<file path="src/rtl/ball_move_ctl.sv">
// ball_move_ctl
// Sequences ball motion on the 16x16 maze grid. Direction pulses are latched
// into a pending set and arbitrated round-robin. For each granted move the
// target cell is looked up through the shared map ROM port, and the move is
// then committed or rejected. Owns the ball position and the goal flag.
//
// Ports:
//   clk           system clock
//   reset         asynchronous, active-low reset
//   game_restart  synchronous one-cycle pulse, returns ball to start
//   move_pulses   {x_inc, x_dec, y_inc, y_dec} one-cycle move requests
//   map_rd_req    map read request, held until ack or timeout
//   map_addr      {cand_y, cand_x}, stable while map_rd_req=1
//   map_rd_ack    map data valid (only looked at in REQ)
//   map_wall      1 = wall at map_addr, valid with map_rd_ack
//   ball_x/ball_y current ball position
//   moved         one-cycle pulse when the position changes
//   blocked       one-cycle pulse when a move is rejected
//   goal_reached  sticky goal flag
//
// state  | meaning
// IDLE   | waiting for a pending direction
// ARB    | cancel opposing pairs, grant one direction, edge check
// REQ    | map read outstanding, waiting for ack or timeout
// COMMIT | apply or reject the candidate move

module ball_move_ctl #(
    parameter logic [3:0] START_X     = 4'd0,
    parameter logic [3:0] START_Y     = 4'd0,
    parameter logic [3:0] GOAL_X      = 4'd15,
    parameter logic [3:0] GOAL_Y      = 4'd15,
    parameter int         MAP_TIMEOUT = 16
) (
    input  logic       clk,
    input  logic       reset,
    input  logic       game_restart,
    input  logic [3:0] move_pulses,
    output logic       map_rd_req,
    output logic [7:0] map_addr,
    input  logic       map_rd_ack,
    input  logic       map_wall,
    output logic [3:0] ball_x,
    output logic [3:0] ball_y,
    output logic       moved,
    output logic       blocked,
    output logic       goal_reached
);

    localparam int TW = (MAP_TIMEOUT > 1) ? $clog2(MAP_TIMEOUT) : 1;
    localparam logic [TW-1:0] TO_LAST = TW'(MAP_TIMEOUT - 1);

    typedef enum logic [1:0] {IDLE, ARB, REQ, COMMIT} state_t;

    state_t        state;
    logic [3:0]    pending;
    logic [1:0]    rr_ptr;
    logic [3:0]    cand_x;
    logic [3:0]    cand_y;
    logic          reject;
    logic [TW-1:0] to_cnt;

    logic [3:0] arb_rem;
    logic       gnt_found;
    logic [1:0] gnt_pos;
    logic [1:0] gnt_bit;
    logic [1:0] scan_pos;
    logic [1:0] scan_bit;
    logic [3:0] nx;
    logic [3:0] ny;
    logic       edge_hit;
    logic [3:0] clr_mask;

    // Round-robin positions 0..3 map to bits 3..0 (x_inc first).
    always_comb begin
        arb_rem = pending;
        if (pending[3] && pending[2]) arb_rem[3:2] = 2'b00;
        if (pending[1] && pending[0]) arb_rem[1:0] = 2'b00;

        gnt_found = 1'b0;
        gnt_pos   = rr_ptr;
        scan_pos  = rr_ptr;
        scan_bit  = 2'd3 - rr_ptr;
        for (int k = 0; k < 4; k++) begin
            scan_pos = rr_ptr + k[1:0];
            scan_bit = 2'd3 - scan_pos;
            if (!gnt_found && arb_rem[scan_bit]) begin
                gnt_found = 1'b1;
                gnt_pos   = scan_pos;
            end
        end
        gnt_bit = 2'd3 - gnt_pos;

        nx       = ball_x;
        ny       = ball_y;
        edge_hit = 1'b0;
        case (gnt_bit)
            2'd3: if (ball_x == 4'hF) edge_hit = 1'b1; else nx = ball_x + 4'd1;
            2'd2: if (ball_x == 4'h0) edge_hit = 1'b1; else nx = ball_x - 4'd1;
            2'd1: if (ball_y == 4'hF) edge_hit = 1'b1; else ny = ball_y + 4'd1;
            default: if (ball_y == 4'h0) edge_hit = 1'b1; else ny = ball_y - 4'd1;
        endcase

        // Cancelled pairs and the granted bit are cleared; new pulses win.
        clr_mask = 4'b0000;
        if (state == ARB) begin
            clr_mask = pending & ~arb_rem;
            if (gnt_found) clr_mask[gnt_bit] = 1'b1;
        end
    end

    always_ff @(posedge clk or negedge reset) begin
        if (!reset) begin
            state        <= IDLE;
            pending      <= 4'b0000;
            rr_ptr       <= 2'd0;
            cand_x       <= START_X;
            cand_y       <= START_Y;
            reject       <= 1'b0;
            to_cnt       <= '0;
            map_rd_req   <= 1'b0;
            map_addr     <= 8'h00;
            ball_x       <= START_X;
            ball_y       <= START_Y;
            moved        <= 1'b0;
            blocked      <= 1'b0;
            goal_reached <= 1'b0;
        end else if (game_restart) begin
            state        <= IDLE;
            pending      <= 4'b0000;
            rr_ptr       <= 2'd0;
            cand_x       <= START_X;
            cand_y       <= START_Y;
            reject       <= 1'b0;
            to_cnt       <= '0;
            map_rd_req   <= 1'b0;
            map_addr     <= 8'h00;
            ball_x       <= START_X;
            ball_y       <= START_Y;
            moved        <= 1'b0;
            blocked      <= 1'b0;
            goal_reached <= 1'b0;
        end else begin
            moved   <= 1'b0;
            blocked <= 1'b0;
            pending <= (pending & ~clr_mask) | move_pulses;
            case (state)
                IDLE: begin
                    // Looking at incoming pulses too saves a cycle of latency.
                    if ((pending | move_pulses) != 4'b0000) state <= ARB;
                end
                ARB: begin
                    if (!gnt_found) begin
                        state <= IDLE;
                    end else begin
                        rr_ptr <= gnt_pos + 2'd1;
                        cand_x <= nx;
                        cand_y <= ny;
                        if (edge_hit) begin
                            reject <= 1'b1;
                            state  <= COMMIT;
                        end else begin
                            reject     <= 1'b0;
                            map_addr   <= {ny, nx};
                            map_rd_req <= 1'b1;
                            to_cnt     <= '0;
                            state      <= REQ;
                        end
                    end
                end
                REQ: begin
                    if (map_rd_ack) begin
                        reject     <= map_wall;
                        map_rd_req <= 1'b0;
                        state      <= COMMIT;
                    end else if (to_cnt == TO_LAST) begin
                        reject     <= 1'b1;
                        map_rd_req <= 1'b0;
                        state      <= COMMIT;
                    end else begin
                        to_cnt <= to_cnt + 1'b1;
                    end
                end
                COMMIT: begin
                    if (!reject) begin
                        ball_x <= cand_x;
                        ball_y <= cand_y;
                        moved  <= 1'b1;
                        if (cand_x == GOAL_X && cand_y == GOAL_Y) goal_reached <= 1'b1;
                    end else begin
                        blocked <= 1'b1;
                    end
                    state <= IDLE;
                end
                default: state <= IDLE;
            endcase
        end
    end

endmodule
</file>
<file path="config.mk">
export PLATFORM = sky130hd
export DESIGN_NAME = ball_move_ctl
export DESIGN_NICKNAME = d
export VERILOG_FILES = /design/src/rtl/ball_move_ctl.sv
export SDC_FILE = /design/constraint.sdc
export NUM_CORES = 1
export LEC_CHECK = 0
export CORE_AREA = 4 4 72 74
export DETAILED_ROUTE_END_ITERATION = 8
export DIE_AREA = 0 0 76 78
export DONT_BUFFER_PORTS = 1
export HOLD_SLACK_MARGIN = 0.05
export PLACE_DENSITY_LB_ADDON = 0.25
export SETUP_SLACK_MARGIN = 0.15
export SLEW_MARGIN = 20
export SYNTH_ARGS = -nofsm -noshare
export SYNTH_HDL_FRONTEND = slang
export SYNTH_SLANG_ARGS = --single-unit
</file>
<file path="constraint.sdc">
create_clock -name clk -period 6.2 [get_ports clk]
set_input_delay 0.62 -clock clk [delete_from_list [all_inputs] [get_ports clk]]
set_output_delay 0.62 -clock clk [all_outputs]
set_load 0.05 [all_outputs]
</file>
# --- Word level (Yosys, flattened, before mapping) ---
# Index checks and enable logic that the tools add are counted.
totals:
  reg_bits: 41
  latchBits: 0
  ramBits: 0
  romBits: 0
  input_bits: 9
  out_inout_bits: 20
  word_cells: 175
  memories: 0
op_classes:
  addsub: 14
  n_mul: 0
  n_div: 0
  n_lt_le_gt_ge: 6
  eq_ne: 19
  shift: 0
  muxes: 87
  n_bitwise: 7
  n_reduce_logical: 28
ops:
  columns: ["operator", "count"]
  rows:
  - ["4-bit 2-to-1 mux", 24]
  - ["1-bit 2-to-1 mux", 34]
  - ["8-bit 2-to-1 mux", 4]
  - ["2-bit 2-to-1 mux", 13]
  - ["4-bit one-hot mux with 2 select lines", 3]
  - ["4-bit equality test, second input constant", 5]
  - ["2-bit by 3-bit < comparator with 1-bit output, second input constant", 5]
  - ["3-bit != test, second input constant", 5]
  - ["4-bit by 1-bit adder with 4-bit output, second input constant", 3]
  - ["4-bit OR", 3]
  - ["2-bit subtractor, first input constant", 5]
  - ["3-bit AND reduction", 3]
  - ["4-bit AND", 2]
  - ["1-bit binary-select mux with 2-bit select", 4]
  - ["2-bit equality test, second input constant", 4]
  - ["4-bit logical NOT", 2]
  - ["4-bit inverter", 2]
  - ["2-bit one-hot mux with 4 select lines", 1]
  - ["2-bit nonzero test", 4]
  - ["4-bit by 1-bit subtractor with 4-bit output, second input constant", 2]
  - ["1-bit logical AND", 7]
  - ["2-bit AND reduction", 3]
  - ["5-bit AND reduction", 1]
  - ["2-bit by 1-bit adder with 2-bit output, second input constant", 2]
  - ["14 further kinds", 20]

# --- Depth between registers and ports, before layout ---
logic_depth:
  depth_word: 26
  depth_mapped: 11
  mapped_depth_nobuf: 9

# --- Least setup slack after synthesis ---
# OpenSTA, ideal clock, no wires.
synth_path:
  kind: "reg2reg"
  from: "reg pending[3]"
  to: "reg map_addr[6]"
  setup_time_ns: 0.125
  t_arrival_ns: 2.478
  t_required_ns: 6.075
  slack_ns: 3.597
  stages_incl_launch_ff: 11
  n_path_buf: 1
  synth_period_minus_slack_ns: 2.603
  cell_sequence: "dfrtp_1 > nand2b_1 > a2bb2oi_1 > a21oi_1 > or2_2 > ha_1 > clkbuf_2 > a41oi_1 > a32o_2 > a21oi_4 > mux2_4"
synth_between:
  elab_chain_cells: 22
  word_cells_on_any_way: 37
  cone_classes: "1 x add/sub; 4 x eq/ne; 22 x mux; 10 x reduce/logical"
synth_rtl:
  columns: ["element", "line", "rtl"]
  rows:
  - ["from (decl)", "55", "logic [3:0] pending;"]
  - ["from (signal assigned)", "145", "pending <= (pending & ~clr_mask) | move_pulses;"]
  - ["1-bit logical AND", "76", "if (pending[3] && pending[2]) arb_rem[3:2] = 2'b00;"]
  - ["2-bit 2-to-1 mux *", "76", null]
  - ["1-bit binary-select mux with 2-bit select", "86", "if (!gnt_found && arb_rem[scan_bit]) begin"]
  - ["1-bit 2-to-1 mux (implied by the code)", "86", null]
  - ["1-bit 2-to-1 mux", "86", null]
  - ["1-bit logical NOT", "86", null]
  - ["1-bit logical AND", "86", null]
  - ["1-bit 2-to-1 mux", "86", null]
  - ["[... 6 more ...]", null, null]
  - ["2-bit subtractor", "91", "gnt_bit = 2'd3 - gnt_pos;"]
  - ["2-bit equality test", "96", "case (gnt_bit)"]
  - ["2-bit OR reduction (no line)", null, null]
  - ["4-bit one-hot mux with 2 select lines", "96", null]
  - ["8-bit 2-to-1 mux", "158", "if (edge_hit) begin"]
  - ["8-bit 2-to-1 mux", "152", "if (!gnt_found) begin"]
  - ["8-bit 2-to-1 mux", "146", "case (state)"]
  - ["8-bit 2-to-1 mux", "127", "end else if (game_restart) begin"]
  - ["to (signal assigned)", "163", "map_addr <= {ny, nx};"]
  - ["to (decl)", "39", "output logic [7:0] map_addr,"]
# Every way passes the cells marked *; elsewhere a longest branch is shown, timed or not. The select of a mux whose other input is x is not followed.
# A chain may end at the register's enable or synchronous reset.

# --- Final worst setup path ---
layout_path:
  from: "reg pending[2]"
  to: "reg map_addr[6]"
# The elaborated chain is that of the path after synthesis.

==> metrics.md <==
| Metric | Value |
|---|---|
| Synth Net Count | 294 |
| Synth Flop Type | dfrtp_1 |
| Drt first pass iters | 5 |
| Post-synth cell types | 65 |
| Max-cap violations | 0 |
| First DRT Iteration DRCs | 150 |
| Area grow syn2layout | 4.302% |
| Pwr/cell area | 255.7 nW/µm² |
| Cts repair resizes | 0 |
| Largest family of logic cells by synthesized area | compound AO/OA/AOI/OAI gates |
| CP max-delay cell | dfrtp_1 |
| Vias per cell | 6.718 |
| Starting Density | 56.93% |
| XOR/XNOR Fraction of Synth Area | under 10% |
| Met3 Use GR | 5.684% |
| Overall routing resource usage | around 22% |
| Total number of placement rows | 25 |
| Synth Cell Area | 2618 µm² |
| Post-synthesis simple-gate area fraction | 19.50% |
| CP startpoint kind | flip-flop |
| First-pass GRT wire length | between 10000 and 15000 µm |
| GR Util met1 | slightly below 30% |
| Final HPWL DP | roughly 4200 µm |
| ANT nets after route | 0 |
| GRT Max-Usage Layer | met2 |
| Core Util, Final | 59.37% |
| Post-synthesis cell count | 276 |
| Synth Area in Compound Gates | 26.48% |
| Status | completed |
| DIE AREA | between 5000 and 6000 µm² |
| CP endpoint kind | flip-flop |
| Clock insertion delay at the later pin of the skew report | 0.30 ns |
| Port bufs | 0 |
| Largest net degree at the start of global routing | 42 |
| Yosys warns | 0 |
| Commonest non-fill, non-tap cell in the layout | dfrtp_1 |
| Sink Count | 41 |
| Skew final | just under 0.007 ns |
| Post-synth EDFFs | 0 |
| Max Fclk | roughly 320 MHz |
| Core area | 4598 µm² |
| Post-synthesis async set-or-reset flop share | 100.0% |
| Buf+Inv Stages, Crit Path | 0 |
| Setup Buffers After CTS | 0 |
| Synth Register Bits | 41 |
| Critical path's top delay family | compound AO/OA/AOI/OAI gates |
| CP Data Required Time | about 6.4 ns |
| Clock root cell | clkbuf_8 |
| Initial antenna violation count | 0 |
| Gr ovfl total | 0 |
| Setup_tns | 0 ns |
| CP Cell Sequence | and2b_4 > a21oi_1 > o21ai_0 > or2_2 > ha_1 > nand4_1 > a32o_2 > a21oi_4 > mux2_4 |
| Minimum clock period | 3.098 ns |
| Seq/Total Area, Yosys | 39.20% |
| Adder-cell share of the synthesized area | under 10% |
| DRC | 0 |
| H-tree Lvls | 2 |
| FILL cells | 383 |
| Critical Path AT | 3.29 ns |
| Clock transition at the registers of the reported paths | 0.08 ns |
| Hold Crit Class | input pin to asynchronous set/reset pin |
| Crit path max fanout | 14 |
| Die Span X | 76 µm |
| Seq. cell area | 1026 µm² |
| Num CTS Buffers | 5 |
| Vias in the first global route | 2091 |
| Pleak | between 1 and 1.5 nW |
| # setup viols final | 0 |
| DR vias | 2143 |
| Met2 Usage GRT | 34.08% |
| Die H | 78 µm |
| Most frequent cells in the layout | 41 x dfrtp_1, 25 x a21oi_1, 22 x nor2_1 |
| Syn avg cell area | 9.484 µm² |
| Nets | 282 |
| Fraction of synthesized area in multiplexers | 4.780% |
| Final Hold Viols | 0 |
| Final wirelength | 6295 µm |
| Multi-input logic area | 1475 µm² |
| Slew HR | approximately two fifths |
| Period utilization | 49.97% |
| Worst vdd ir | 130.9 µV |
| Drt wl/cell | 19.73 µm |
| Clock tree buffer depth | 2 |
| Placer Congestion | 0.8910 |
| Io pins | 29 |
| Ratio of cells with drive above 1 in the final layout | between 10% and 20% |
| TritonCTS clock tree | yes |
| Final max-slew violation count | 0 |
| RSZ-0062 raised after global routing | no |
| Worst path max stage delay | 0.45 ns |
| Crit Path Class | flip-flop to flip-flop |
| Worst slew pin tran | between 0.8 and 0.9 ns |
| Ant. Diodes | 0 |
## metrics by stage
step                      hold slack, ns  worst slack (ns)  cells  total power [mW]  cell area (µm²)
final                             0.1481             3.102    319            0.6980             2730
after floorplan                   0.3244             3.597    276            0.4463             2618
after detailed placement          0.3255             3.139    310            0.4762             2599
after CTS                         0.1589             3.129    319            0.7005             2730
after global placement            0.3253             3.177    310            0.4745             2599
after global routing              0.1569             2.874    319            0.7330             2730
## flip-flops by register name, summed over array words and instances, names as in the netlist
name          flops
goal_reached      1
pending           4
state             2
ball_y            4
moved             1
cand_x            4
ball_x            4
to_cnt            4
reject            1
map_addr          8
rr_ptr            2
cand_y            4
map_rd_req        1
blocked           1
## what timing repair did
item / CTS / global route
setup endpoints to repair: 0 / 0
hold buffers: 1 / 0
hold endpoints to repair: 41 / 0
## cell usage after synthesis (2+ instances only)
library cell | instances | share of area [%]
nand4_1 | 5 | 1.2
nor4_1 | 3 | 0.72
nor2b_1 | 2 | 0.48
a21o_1 | 5 | 1.4
a21oi_1 | 25 | 4.8
mux2i_1 | 11 | 4.2
or2_2 | 2 | 0.48
o21ai_0 | 17 | 3.3
and3_1 | 2 | 0.48
o221a_2 | 2 | 0.86
and2b_4 | 2 | 0.76
a31oi_1 | 8 | 1.9
o311ai_0 | 2 | 0.67
o211ai_1 | 5 | 1.4
dfrtp_1 | 41 | 39
or3b_2 | 2 | 0.67
a2111oi_2 | 2 | 1.1
nor3_1 | 4 | 0.76
o31a_1 | 2 | 0.67
ha_1 | 9 | 4.3
buf_2 | 8 | 1.5
clkbuf_1 | 10 | 1.4
nor2_1 | 22 | 3.2
nand3b_1 | 5 | 1.4
a211oi_1 | 6 | 1.7
nand2_1 | 12 | 1.7
nand4bb_1 | 2 | 0.86
nand3_1 | 9 | 1.7
o41ai_1 | 2 | 0.67
nor3b_1 | 4 | 1.1
nand2b_1 | 4 | 0.96
inv_1 | 8 | 1.1
## metal layers
layer | wire (µm) | up-vias
li1 | - | 1024
met1 | 2837 | 1056
met2 | 3026 | 55
met3 | 337 | 8
met4 | 93 | 0
met5 | 0 | -
## path summary, 6_finish.rpt
path	start	endpoint	slack, ns	depth (start not counted)
hold / removal	reset	to_cnt[2]$_DFFE_PN0P_	0.15	1
min in group clk	game_restart	reject$_DFFE_PN0P_	0.37	1
setup / recovery	pending[2]$_DFF_PN0_	map_addr[6]$_DFFE_PN0P_	3.10	9
hold reg to reg	cand_x[0]$_DFFE_PN0P_	cand_x[0]$_DFFE_PN0P_	0.52	1
setup reg to reg	pending[2]$_DFF_PN0_	map_addr[6]$_DFFE_PN0P_	3.10	9
max in group asynchronous	reset	ball_x[2]$_DFFE_PN0P_	5.84	1
## cells by family after synthesis
group           after synthesis
compound gates               94
fa+ha+maj                     9
xor+xnor                      3
buf+inv                      28
mux                          12
flops                        41
simple gates                 89
## report_power, final
part	leakage (nW)	switching [mW]	total (mW)	internal, mW
Sequential	0.559	0.0443	0.328	0.284
Clock	0.0554	0.0989	0.220	0.121
Combinational	0.553	0.0918	0.150	0.0584
Total	1.17	0.235	0.698	0.463
## layout make-up
class | count | share of cell area [%]
inverters | 8 | 1.100
well taps | 54 | 2.475
repair buffers | 1 | 0.7333
clock inverters | 2 | 1.421
clock buffers | 6 | 2.658
flip-flops and latches | 41 | 37.58
multi-input cells | 207 | 54.03
Power figures use the tool's default switching activity.
